`src/rtl/ttc_frame_tx.sv`:
```
// rtl/ttc_frame_tx.sv - serial TTC encoder: triggers and command frames as 4-bit symbols, one per BX, MSB first
//
// Purpose:
//   Four 160 MHz cycles make one bunch crossing (BX). One 4-bit symbol is sent per BX.
//   Symbols are IDLE 0000, TRIG 1111, START 1001, D0 1000 and D1 1100.
//   Pending triggers take priority over command-frame symbols. A pre-empted frame resumes
//   at the next free BX without skipping or repeating any symbol.
//   Optional build macro TTC_TX_PARITY_EN: appends an even-parity symbol to every frame.
//
// Ports:
//   i_clk160        160 MHz clock
//   i_rst           synchronous active-high reset
//   i_bx_align      pulse: the next cycle becomes BX phase 0
//   i_trigger       trigger request; each high cycle counts as one trigger
//   i_cmd_valid     command word offered
//   i_cmd_data      command payload
//   o_cmd_ready     the block accepts i_cmd_data this cycle
//   o_ser_out       serial symbol stream
//   o_sym_strobe    high while o_ser_out carries bit 3 of a symbol
//   o_busy          a command frame is held or in progress
//   o_trig_dropped  1-cycle pulse: a trigger was lost because the pending counter was saturated

module ttc_frame_tx #(
    parameter int CMD_WIDTH   = 16,
    parameter int MAX_PENDING = 3
) (
    input  logic                 i_clk160,
    input  logic                 i_rst,
    input  logic                 i_bx_align,
    input  logic                 i_trigger,
    input  logic                 i_cmd_valid,
    input  logic [CMD_WIDTH-1:0] i_cmd_data,
    output logic                 o_cmd_ready,
    output logic                 o_ser_out,
    output logic                 o_sym_strobe,
    output logic                 o_busy,
    output logic                 o_trig_dropped
);

    localparam int            BW       = (CMD_WIDTH > 1) ? $clog2(CMD_WIDTH) : 1;
    localparam logic [BW-1:0] BIT_TOP  = BW'(CMD_WIDTH - 1);
    localparam logic [2:0]    PEND_MAX = 3'(MAX_PENDING);

    localparam logic [3:0] SYM_IDLE  = 4'b0000;
    localparam logic [3:0] SYM_TRIG  = 4'b1111;
    localparam logic [3:0] SYM_START = 4'b1001;
    localparam logic [3:0] SYM_D0    = 4'b1000;
    localparam logic [3:0] SYM_D1    = 4'b1100;

    // The state names the frame symbol most recently put on the line.
    typedef enum logic [1:0] {
        S_IDLE  = 2'd0,
        S_START = 2'd1,
        S_DATA  = 2'd2
`ifdef TTC_TX_PARITY_EN
        , S_PAR = 2'd3
`endif
    } state_t;

    logic [1:0]           r_phase;
    logic [3:0]           r_sym;
    logic                 r_ser;
    logic                 r_strobe;
    logic [2:0]           r_pend;
    logic                 r_drop;
    state_t               r_state;
    logic [BW-1:0]        r_bit;
    logic                 r_held;
    logic [CMD_WIDTH-1:0] r_cmd;
    // Snapshot taken before the last frame symbol was loaded, so that a symbol
    // truncated by bx_align can be sent again.
    logic                 r_last_frame;
    state_t               r_prev_state;
    logic [BW-1:0]        r_prev_bit;
    logic                 r_prev_held;

    logic          w_boundary;
    logic          w_rollback;
    logic          w_accept;
    logic          w_avail;
    logic          w_trig_sel;
    logic          w_commit;
    logic          w_dec;
    logic          w_drop;
    logic          w_frame_load;
    logic          w_start_taken;
    logic [3:0]    w_frame_sym;
    logic [3:0]    w_sym_nx;
    logic          w_ser_nx;
    logic [1:0]    w_phase_nx;
    logic [2:0]    w_pend_nx;
    state_t        w_state;
    state_t        w_fstate_nx;
    state_t        w_state_nx;
    logic [BW-1:0] w_bit;
    logic [BW-1:0] w_bit_m1;
    logic [BW-1:0] w_fbit_nx;
    logic [BW-1:0] w_bit_nx;
    logic          w_held;
    logic          w_held_nx;
    logic          w_last_frame_nx;

    assign o_cmd_ready    = ~i_rst & (r_state == S_IDLE) & ~r_held;
    assign o_busy         = r_held | (r_state != S_IDLE);
    assign o_ser_out      = r_ser;
    assign o_sym_strobe   = r_strobe;
    assign o_trig_dropped = r_drop;

    function automatic logic [3:0] data_sym(input logic b);
        return b ? SYM_D1 : SYM_D0;
    endfunction

    always_comb begin
        w_boundary = (r_phase == 2'd3) | i_bx_align;
        // A bx_align before phase 3 cuts the current symbol short. If that symbol
        // belonged to the frame, the frame position is rolled back.
        w_rollback = i_bx_align & (r_phase != 2'd3) & r_last_frame;
        w_state    = w_rollback ? r_prev_state : r_state;
        w_bit      = w_rollback ? r_prev_bit   : r_bit;
        w_held     = w_rollback ? r_prev_held  : r_held;
        w_bit_m1   = w_bit - 1'b1;
        w_accept   = i_cmd_valid & o_cmd_ready;
        // A word accepted in the decision cycle may start at this same boundary.
        w_avail    = w_held | w_accept;
        w_trig_sel = (r_pend != 3'd0) | i_trigger;
        w_commit   = w_boundary & ~w_trig_sel;

        // Frame symbol to send if this boundary goes to the frame.
        w_frame_sym   = SYM_IDLE;
        w_frame_load  = 1'b0;
        w_start_taken = 1'b0;
        w_fstate_nx   = w_state;
        w_fbit_nx     = w_bit;
        case (w_state)
            S_START: begin
                w_frame_sym  = data_sym(r_cmd[CMD_WIDTH-1]);
                w_frame_load = 1'b1;
                w_fstate_nx  = S_DATA;
                w_fbit_nx    = BIT_TOP;
            end
            S_DATA: begin
                if (w_bit != '0) begin
                    w_frame_sym  = data_sym(r_cmd[w_bit_m1]);
                    w_frame_load = 1'b1;
                    w_fbit_nx    = w_bit_m1;
                end else begin
`ifdef TTC_TX_PARITY_EN
                    w_frame_sym  = data_sym(^r_cmd);
                    w_frame_load = 1'b1;
                    w_fstate_nx  = S_PAR;
`else
                    w_fstate_nx  = S_IDLE;
`endif
                end
            end
`ifdef TTC_TX_PARITY_EN
            S_PAR: w_fstate_nx = S_IDLE;
`endif
            default: ;
        endcase
        if ((w_fstate_nx == S_IDLE) && w_avail) begin
            w_frame_sym   = SYM_START;
            w_frame_load  = 1'b1;
            w_start_taken = 1'b1;
            w_fstate_nx   = S_START;
        end

        // The pending counter stays put when a trigger arrives and a TRIG is sent in the same cycle.
        w_dec     = w_boundary & w_trig_sel;
        w_drop    = i_trigger & ~w_dec & (r_pend == PEND_MAX);
        w_pend_nx = r_pend;
        if (i_trigger & ~w_dec & ~w_drop) begin
            w_pend_nx = r_pend + 3'd1;
        end else if (~i_trigger & w_dec) begin
            w_pend_nx = r_pend - 3'd1;
        end

        w_state_nx      = w_commit ? w_fstate_nx : w_state;
        w_bit_nx        = w_commit ? w_fbit_nx   : w_bit;
        w_held_nx       = (w_commit & w_start_taken) ? 1'b0 : w_avail;
        w_last_frame_nx = w_boundary ? (w_commit & w_frame_load) : r_last_frame;

        w_sym_nx = w_trig_sel ? SYM_TRIG : w_frame_sym;
        if (w_boundary) begin
            w_phase_nx = 2'd0;
            w_ser_nx   = w_sym_nx[3];
        end else begin
            w_phase_nx = r_phase + 2'd1;
            case (r_phase)
                2'd0:    w_ser_nx = r_sym[2];
                2'd1:    w_ser_nx = r_sym[1];
                default: w_ser_nx = r_sym[0];
            endcase
        end
    end

    always_ff @(posedge i_clk160) begin
        if (i_rst) begin
            r_phase      <= 2'd0;
            r_sym        <= SYM_IDLE;
            r_ser        <= 1'b0;
            r_strobe     <= 1'b0;
            r_pend       <= 3'd0;
            r_drop       <= 1'b0;
            r_state      <= S_IDLE;
            r_bit        <= '0;
            r_held       <= 1'b0;
            r_cmd        <= '0;
            r_last_frame <= 1'b0;
            r_prev_state <= S_IDLE;
            r_prev_bit   <= '0;
            r_prev_held  <= 1'b0;
        end else begin
            r_phase      <= w_phase_nx;
            r_ser        <= w_ser_nx;
            r_strobe     <= w_boundary;
            r_pend       <= w_pend_nx;
            r_drop       <= w_drop;
            r_state      <= w_state_nx;
            r_bit        <= w_bit_nx;
            r_held       <= w_held_nx;
            r_last_frame <= w_last_frame_nx;
            if (w_boundary) begin
                r_sym <= w_sym_nx;
            end
            if (w_accept) begin
                r_cmd <= i_cmd_data;
            end
            if (w_commit & w_frame_load) begin
                r_prev_state <= w_state;
                r_prev_bit   <= w_bit;
                r_prev_held  <= w_avail;
            end
        end
    end

endmodule

```
`config.mk`:
```
export PLATFORM = sky130hd
export DESIGN_NAME = ttc_frame_tx
export DESIGN_NICKNAME = d
export VERILOG_FILES = /design/src/rtl/ttc_frame_tx.sv
export SDC_FILE = /design/constraint.sdc
export NUM_CORES = 1
export LEC_CHECK = 0
export BUFFER_PORTS_ARGS = -buffer_cell sky130_fd_sc_hd__buf_2
export CORE_MARGIN = 10
export CORE_UTILIZATION = 46
export CTS_CLUSTER_DIAMETER = 120
export CTS_CLUSTER_SIZE = 25
export DETAILED_ROUTE_END_ITERATION = 7
export PLACE_DENSITY = 0.77
export SYNTH_ARGS = -nofsm -noshare
export SYNTH_HDL_FRONTEND = slang
export SYNTH_SLANG_ARGS = --single-unit
export TNS_END_PERCENT = 10
```
`constraint.sdc`:
```
create_clock -name i_clk160 -period 5.5 [get_ports i_clk160]
set_input_delay 1.1 -clock i_clk160 [delete_from_list [all_inputs] [get_ports i_clk160]]
set_output_delay 1.1 -clock i_clk160 [all_outputs]
set_load 0.1 [all_outputs]
```
* Yosys cells after proc, flatten, opt, wreduce, memory -nomap -nowiden
Cells that the tools add are included.
Word-level totals: register bits 42, latch bits 0, memory bits (writable) 0, ROM bits 0, input bits 21, output and inout port bits 5, word-level logic and storage cells 84, memories kept 0
Operators by class: add/subtract/negate cells 4, multiply operators 0, div/mod/pow operators 0, magnitude comparators 1, equality and inequality tests 6, shift operators 0, muxes and demuxes 26, bitwise gates (word level) 23, reduce and logical (&&, ||, !) cells 10
Operator list (count):
- two-way mux 4 bit | 6
- case mux 4 bit (2 select lines) | 2
- bitwise AND 1 bit | 13
- two-way mux 3 bit | 4
- two-way mux 2 bit | 4
- zero test 2 bit | 3
- two-way mux 1 bit | 6
- inverter 1 bit | 6
- less-than comparator 4 x 5 -> 1 bit (second input constant) | 1
- binary-select mux 1 bit (select 4 bit) | 1
- equality test 2 x 1 -> 1 bit (second input constant) | 2
- equality test 2 bit (second input constant) | 2
- OR 1 bit | 4
- case mux 1 bit (2 select lines) | 2
- case mux 2 bit (2 select lines) | 1
- nonzero test 2 bit | 2
- nonzero test 4 bit | 1
- OR reduction 2 bit | 2
- subtractor 4 x 1 -> 4 bit (second input constant) | 1
- adder 3 x 1 -> 3 bit (second input constant) | 1
- equality test 3 x 2 -> 1 bit (second input constant) | 1
- nonzero test 3 bit | 1
- subtractor 3 x 1 -> 3 bit (second input constant) | 1
- adder 2 x 1 -> 2 bit (second input constant) | 1
- other kinds (2) | 2

* Longest topological paths before layout
depth in word-level cells 13, mapped depth 13, gate-level depth less buffers 10

* Least setup slack after synthesis
No wires, ideal clock.
path kind input -> output, start point in i_rst, end point out o_cmd_ready, arrival time 2.361 ns, required time 4.400 ns, path slack 2.039 ns, cell stages on the path 2, path buffers 1, path through clkbuf_1 -> nor4_4
Between the ends: word-level cells in the longest chain between the ends 3
Ends and longest elaborated chain:
- start, declared | RTL line 28 | input logic i_rst,
- inverter 1 bit | RTL line 103 | assign o_cmd_ready = ~i_rst & (r_state == S_IDLE) & ~r_held;
- bitwise AND 1 bit (2 in series) | RTL line 103
- end, declared | RTL line 33 | output logic o_cmd_ready,
Every way passes these cells.

* Worst setup path after layout
start point in i_bx_align, end point reg r_ser, in the netlist o_ser_out
Between the ends: elaborated cells on any way between the ends 19, those cells by class 2 x eq/ne; 10 x mux; 4 x bitwise; 3 x reduce/logical
RTL lines:
- start, declared | RTL line 29 | input logic i_bx_align,
- bitwise AND 1 bit (*) (2 in series) | RTL line 117 | w_rollback = i_bx_align & (r_phase != 2'd3) & r_last_frame;
- two-way mux 2 bit (*) | RTL line 118 | w_state = w_rollback ? r_prev_state : r_state;
- net w_state[0] | RTL line 92 | state_t w_state;
- equality test 2 bit (tied with other cells) | RTL line 134 | case (w_state)
- case mux 2 bit (2 select lines) | RTL line 134
- zero test 2 bit | RTL line 161 | if ((w_fstate_nx == S_IDLE) && w_avail) begin
- logical AND 1 bit | RTL line 161
- two-way mux 4 bit (*) | RTL line 161
- two-way mux 4 bit (*) | RTL line 183 | w_sym_nx = w_trig_sel ? SYM_TRIG : w_frame_sym;
- two-way mux 1 bit (*) | RTL line 184 | if (w_boundary) begin
- end signal, assigned | RTL line 215 | r_ser <= w_ser_nx;
- end, declared | RTL line 62 | logic r_ser;
The timed path passes the listed nets; every way through them passes the cells marked *. A chain may end at the register's enable or synchronous reset.

==> metrics.txt <==
# TYPE chip_impl_metric gauge
chip_impl_info{name="netlist.top_cell.by_area",value="dfxtp_1"} 1
chip_impl_metric{name="timing.reg2reg.worst_path_depth",unit=""} 8
chip_impl_info{name="synth.most_common_cell",value="nand2_1"} 1
chip_impl_metric{name="global_route.overflow_total",unit=""} 0
chip_impl_metric{name="wire_length_of_the_first_global_routing_pass",unit="um"} 8990
chip_impl_metric{name="cell_count_post_placement",unit=""} 360
chip_impl_metric{name="regToRegSetupSlack",unit="ns"} 2.01
chip_impl_info{name="min-delay-path-class",value="flip-flop to flip-flop"} 1
chip_impl_metric{name="die_h",unit="um"} 92.9
chip_impl_metric{name="die_width",unit="um"} 92.9
chip_impl_info{name="ys_top_cells_by_count",value="nand2_1, dfxtp_1, nor2_1"} 1
chip_impl_info{name="clockRootBuffer",value="clkbuf_8"} 1
chip_impl_metric{name="layout_worst_path_cycle_share",unit="%"} 67.3
chip_impl_metric{name="worst_setup_hold_path_clk_slew",unit="ns"} 0.07
chip_impl_metric{name="routed-via-count",unit=""} 2076
chip_impl_metric{name="layoutNonFillerInstCount",unit=""} 368
chip_impl_metric{name="postSynth.asyncResetShare",unit="%"} 0
chip_impl_metric{name="io_buffer_count",unit=""} 25
chip_impl_metric{name="worst_ir_drop_vdd",unit="mV"} 0.131
chip_impl_metric{name="worst_clock_skew",unit="ns"} 0.00632
chip_impl_metric{name="power.share.sequential",unit="%"} 47.0
chip_impl_metric{name="initial_core_util",unit="%"} 47.6
chip_impl_metric{name="synth.yosys.warnings",unit=""} 0
chip_impl_metric{name="drt-pass1-iter-count",unit=""} 4
chip_impl_metric{name="ant_nets",unit=""} 0
chip_impl_metric{name="slowest_cell_delay_on_critical_path",unit="ns"} 0.69
chip_impl_metric{name="power.density",unit="nW/um2"} 276
chip_impl_metric{name="floorplan.io_pins",unit=""} 26
chip_impl_metric{name="clock_insertion_delay_worst_skew",unit="ns"} 0.30
chip_impl_metric{name="rows",unit=""} 26
chip_impl_info{name="grt_setup_unrepaired",value="no"} 1
chip_impl_metric{name="grt_max_degree",unit=""} 45
chip_impl_metric{name="maxSlewHeadroom",unit="%"} 31.6
chip_impl_info{name="path_class",value="primary input to flip-flop"} 1
chip_impl_metric{name="power.static_leakage",unit="uW"} 0.00112
chip_impl_metric{name="antenna_found_initial",unit=""} 0
chip_impl_metric{name="vias_per_std_cell",unit=""} 5.64
chip_impl_metric{name="clock_sink_count",unit=""} 42
chip_impl_metric{name="max_freq",unit="GHz"} 0.270
chip_impl_metric{name="postCtsHoldBufs",unit=""} 0
chip_impl_metric{name="postSynthAreaPerCell",unit="um2"} 8.55
chip_impl_metric{name="clock_power_share",unit="%"} 32.7
chip_impl_info{name="hold_path_startpoint",value="r_sym[0]$_SDFFE_PP0P_"} 1
chip_impl_info{name="critical_path.slowest_cell",value="nand3b_1"} 1
chip_impl_metric{name="flow.area_growth_from_synthesis",unit="%"} 8.96
chip_impl_metric{name="post-dp-hpwl",unit="um"} 3940
chip_impl_metric{name="power.combinational.fraction",unit="%"} 20.3
chip_impl_metric{name="path_max_fanout",unit=""} 18
chip_impl_metric{name="layout_cells_sized_above_1",unit="%"} 19.1
chip_impl_metric{name="cts_buffer_depth",unit=""} 2
chip_impl_metric{name="internal-power",unit="uW"} 513
chip_impl_metric{name="netSwitchingPower",unit="uW"} 223
chip_impl_info{name="startpoint",value="i_bx_align"} 1
chip_impl_metric{name="cts_made_buffers",unit=""} 5
chip_impl_info{name="cp-end-kind",value="flip-flop"} 1
chip_impl_metric{name="synth_cell_types",unit=""} 59
chip_impl_metric{name="nNetsFinal",unit=""} 325
chip_impl_metric{name="synth_fp_nets",unit=""} 314
chip_impl_metric{name="required",unit="ns"} 5.71
chip_impl_metric{name="post-route-min-period",unit="ns"} 3.70
chip_impl_metric{name="total_setup_violations_reported_at_the_end_of_the_flow",unit=""} 0
chip_impl_info{name="run_status",value="finished, final reports clean"} 1
chip_impl_metric{name="post_synth_inst_count",unit=""} 286
chip_impl_metric{name="cts_resized",unit=""} 0
chip_impl_info{name="holdPathEnd",value="o_ser_out$_SDFF_PP0_"} 1
chip_impl_metric{name="postCtsSetupBuffers",unit=""} 0
chip_impl_info{name="cp_cell_sequence",value="buf_2 > nand3b_1 > mux2i_1 > inv_1 > ha_1 > o21ai_0 > a31oi_4 > a221oi_2"} 1
chip_impl_metric{name="final-max-slew-violation-count",unit=""} 0
chip_impl_info{name="regToRegEndpoint",value="o_ser_out$_SDFF_PP0_"} 1
chip_impl_metric{name="worst_hold_path.num_cells",unit=""} 2
chip_impl_metric{name="core-area",unit="um2"} 5140
chip_impl_metric{name="grtUsageTotal",unit="%"} 12.6
chip_impl_metric{name="diodes",unit=""} 0
chip_impl_metric{name="h-tree-depth",unit=""} 2
chip_impl_metric{name="initialDrtViolationCount",unit=""} 272
chip_impl_metric{name="total_wire_length_after_detailed_routing",unit="um"} 5490
chip_impl_metric{name="maxCapViolCount",unit=""} 0
chip_impl_metric{name="synthesis.area",unit="um2"} 2440
chip_impl_metric{name="final_hold_viol_count",unit=""} 0
chip_impl_info{name="tritoncts",value="done"} 1
chip_impl_metric{name="synth_largest_type_area_fraction",unit="%"} 34.4
chip_impl_metric{name="number_of_synthesized_flops_with_an_enable_pin",unit=""} 0
chip_impl_metric{name="portion_of_the_post_synthesis_area_used_by_sequential_elements",unit="%"} 34.4
chip_impl_info{name="synth_ff_type",value="dfxtp_1"} 1
chip_impl_metric{name="setup_total_negative_slack",unit="ns"} 0
chip_impl_metric{name="worst-slew-pin-transition",unit="ns"} 1.02
chip_impl_metric{name="post-route-drc-count",unit=""} 0
chip_impl_metric{name="synth-seq-cells",unit=""} 42
chip_impl_metric{name="via_count_of_the_first_global_routing_pass",unit=""} 1912
chip_impl_info{name="synth.area.top_cells",value="dfxtp_1, nand2_1, nand3b_1"} 1
chip_impl_metric{name="gp_congestion",unit=""} 0.880
chip_impl_info{name="worst_r2r_startpoint",value="r_phase[0]$_SDFF_PP0_"} 1
chip_impl_info{name="crit_path_start_kind",value="primary input"} 1
chip_impl_metric{name="switching_fraction_of_total_power",unit="%"} 30.4
chip_impl_metric{name="arrival",unit="ns"} 3.91
chip_impl_metric{name="die_area",unit="um2"} 8630
chip_impl_metric{name="wire_per_inst",unit="um"} 14.9
==> per-stage QoR <==
stage / area (um2) / utilization (%) / total power (uW) / hold slack, ns / setup WS (ns)
after detailed placement: 2550 / 49.7 / 501 / 0.464 / 1.53
after global placement: 2550 / 49.7 / 497 / 0.465 / 1.58
after global routing: 2660 / 51.8 / 766 / 0.498 / 1.60
final: 2660 / 51.8 / 736 / 0.480 / 1.80
after CTS: 2660 / 51.8 / 740 / 0.480 / 1.83
after floorplan: 2440 / - / 470 / 0.447 / 2.04
==> state kept, by name, indices dropped and copies added, names as in the netlist <==
name,count
o_sym_strobe,1
r_phase,2
r_state,2
r_pend,3
o_trig_dropped,1
r_bit,4
r_last_frame,1
o_ser_out,1
r_held,1
r_prev_bit,4
r_sym,3
r_prev_state,2
r_cmd,16
r_prev_held,1
==> cell usage in the layout (no fill, tap or decap), types with 3 or more instances in the layout <==
master,netlist,routed
ha_1,6,6
nand3_1,8,8
nor2_1,28,28
dfxtp_1,42,42
clkbuf_8,0,5
nand2_1,46,46
a311oi_1,3,3
a211oi_1,6,6
mux2_2,4,4
a31oi_1,3,3
buf_2,4,25
inv_1,8,8
nand3b_1,19,19
a21oi_1,10,10
o21ai_0,10,10
o211ai_1,3,3
mux2i_1,10,10
nor3_1,12,12
==> power by group through the flow <==
| stage | Clock (uW) | Combinational, uW | Sequential (uW) |
|---|---|---|---|
| floorplan | 0 | 116 | 354 |
| global placement | 0 | 146 | 352 |
| detailed placement | 0 | 149 | 352 |
| CTS | 246 | 150 | 345 |
| global route | 253 | 164 | 349 |
| finish | 241 | 150 | 346 |
==> worst max-delay path, delay by kind of cell <==
kind / cells / cell delay, ns
compound gates: 3 / 0.85
fa+ha+maj: 1 / 0.43
buf+inv: 2 / 0.26
mux: 1 / 0.58
simple gates: 1 / 0.69
==> area by class of cell <==
cell class                      count  area [um2]
Clock inverter                      3        40.0
Inverter                            9        33.8
Tap cell                           70        87.6
Sequential cell                    42         841
Multi-Input combinational cell    214        1470
Fill cell                         506        2480
Clock buffer                        5        68.8
Timing Repair Buffer               25         125
==> how the worst max path moves through the flow <==
stage	end	slack, ns	cells after the start
after floorplan	o_cmd_ready	2.04	2
after global placement	o_ser_out$_SDFF_PP0_	1.58	8
after detailed placement	o_ser_out$_SDFF_PP0_	1.53	8
after CTS	o_ser_out$_SDFF_PP0_	1.83	8
after global routing	o_ser_out$_SDFF_PP0_	1.60	8
final	o_ser_out$_SDFF_PP0_	1.80	8
==> routing by layer <==
layer / global-route usage, % / vias to the layer above / routed length (um)
li1: - / 1038 / -
met4: 4.76 / 0 / 78
met1: 16.7 / 962 / 2600
met2: 19.4 / 70 / 2470
met5: 0 / - / 0
met3: 2.58 / 6 / 339
==> cell families (layout without fill, tap and decap cells) <==
group	Yosys count	in the layout	synth area share (%)
AOI/OAI and AO/OA	53	53	17.8
DFF	42	42	34.4
adders and majority gates	7	7	3.89
muxes	18	18	9.26
xor gates and xnor gates	1	1	0.358
buffers and inverters	30	42	5.58
and+or+nand+nor	135	135	28.8
Power figures use the tool's default switching activity.
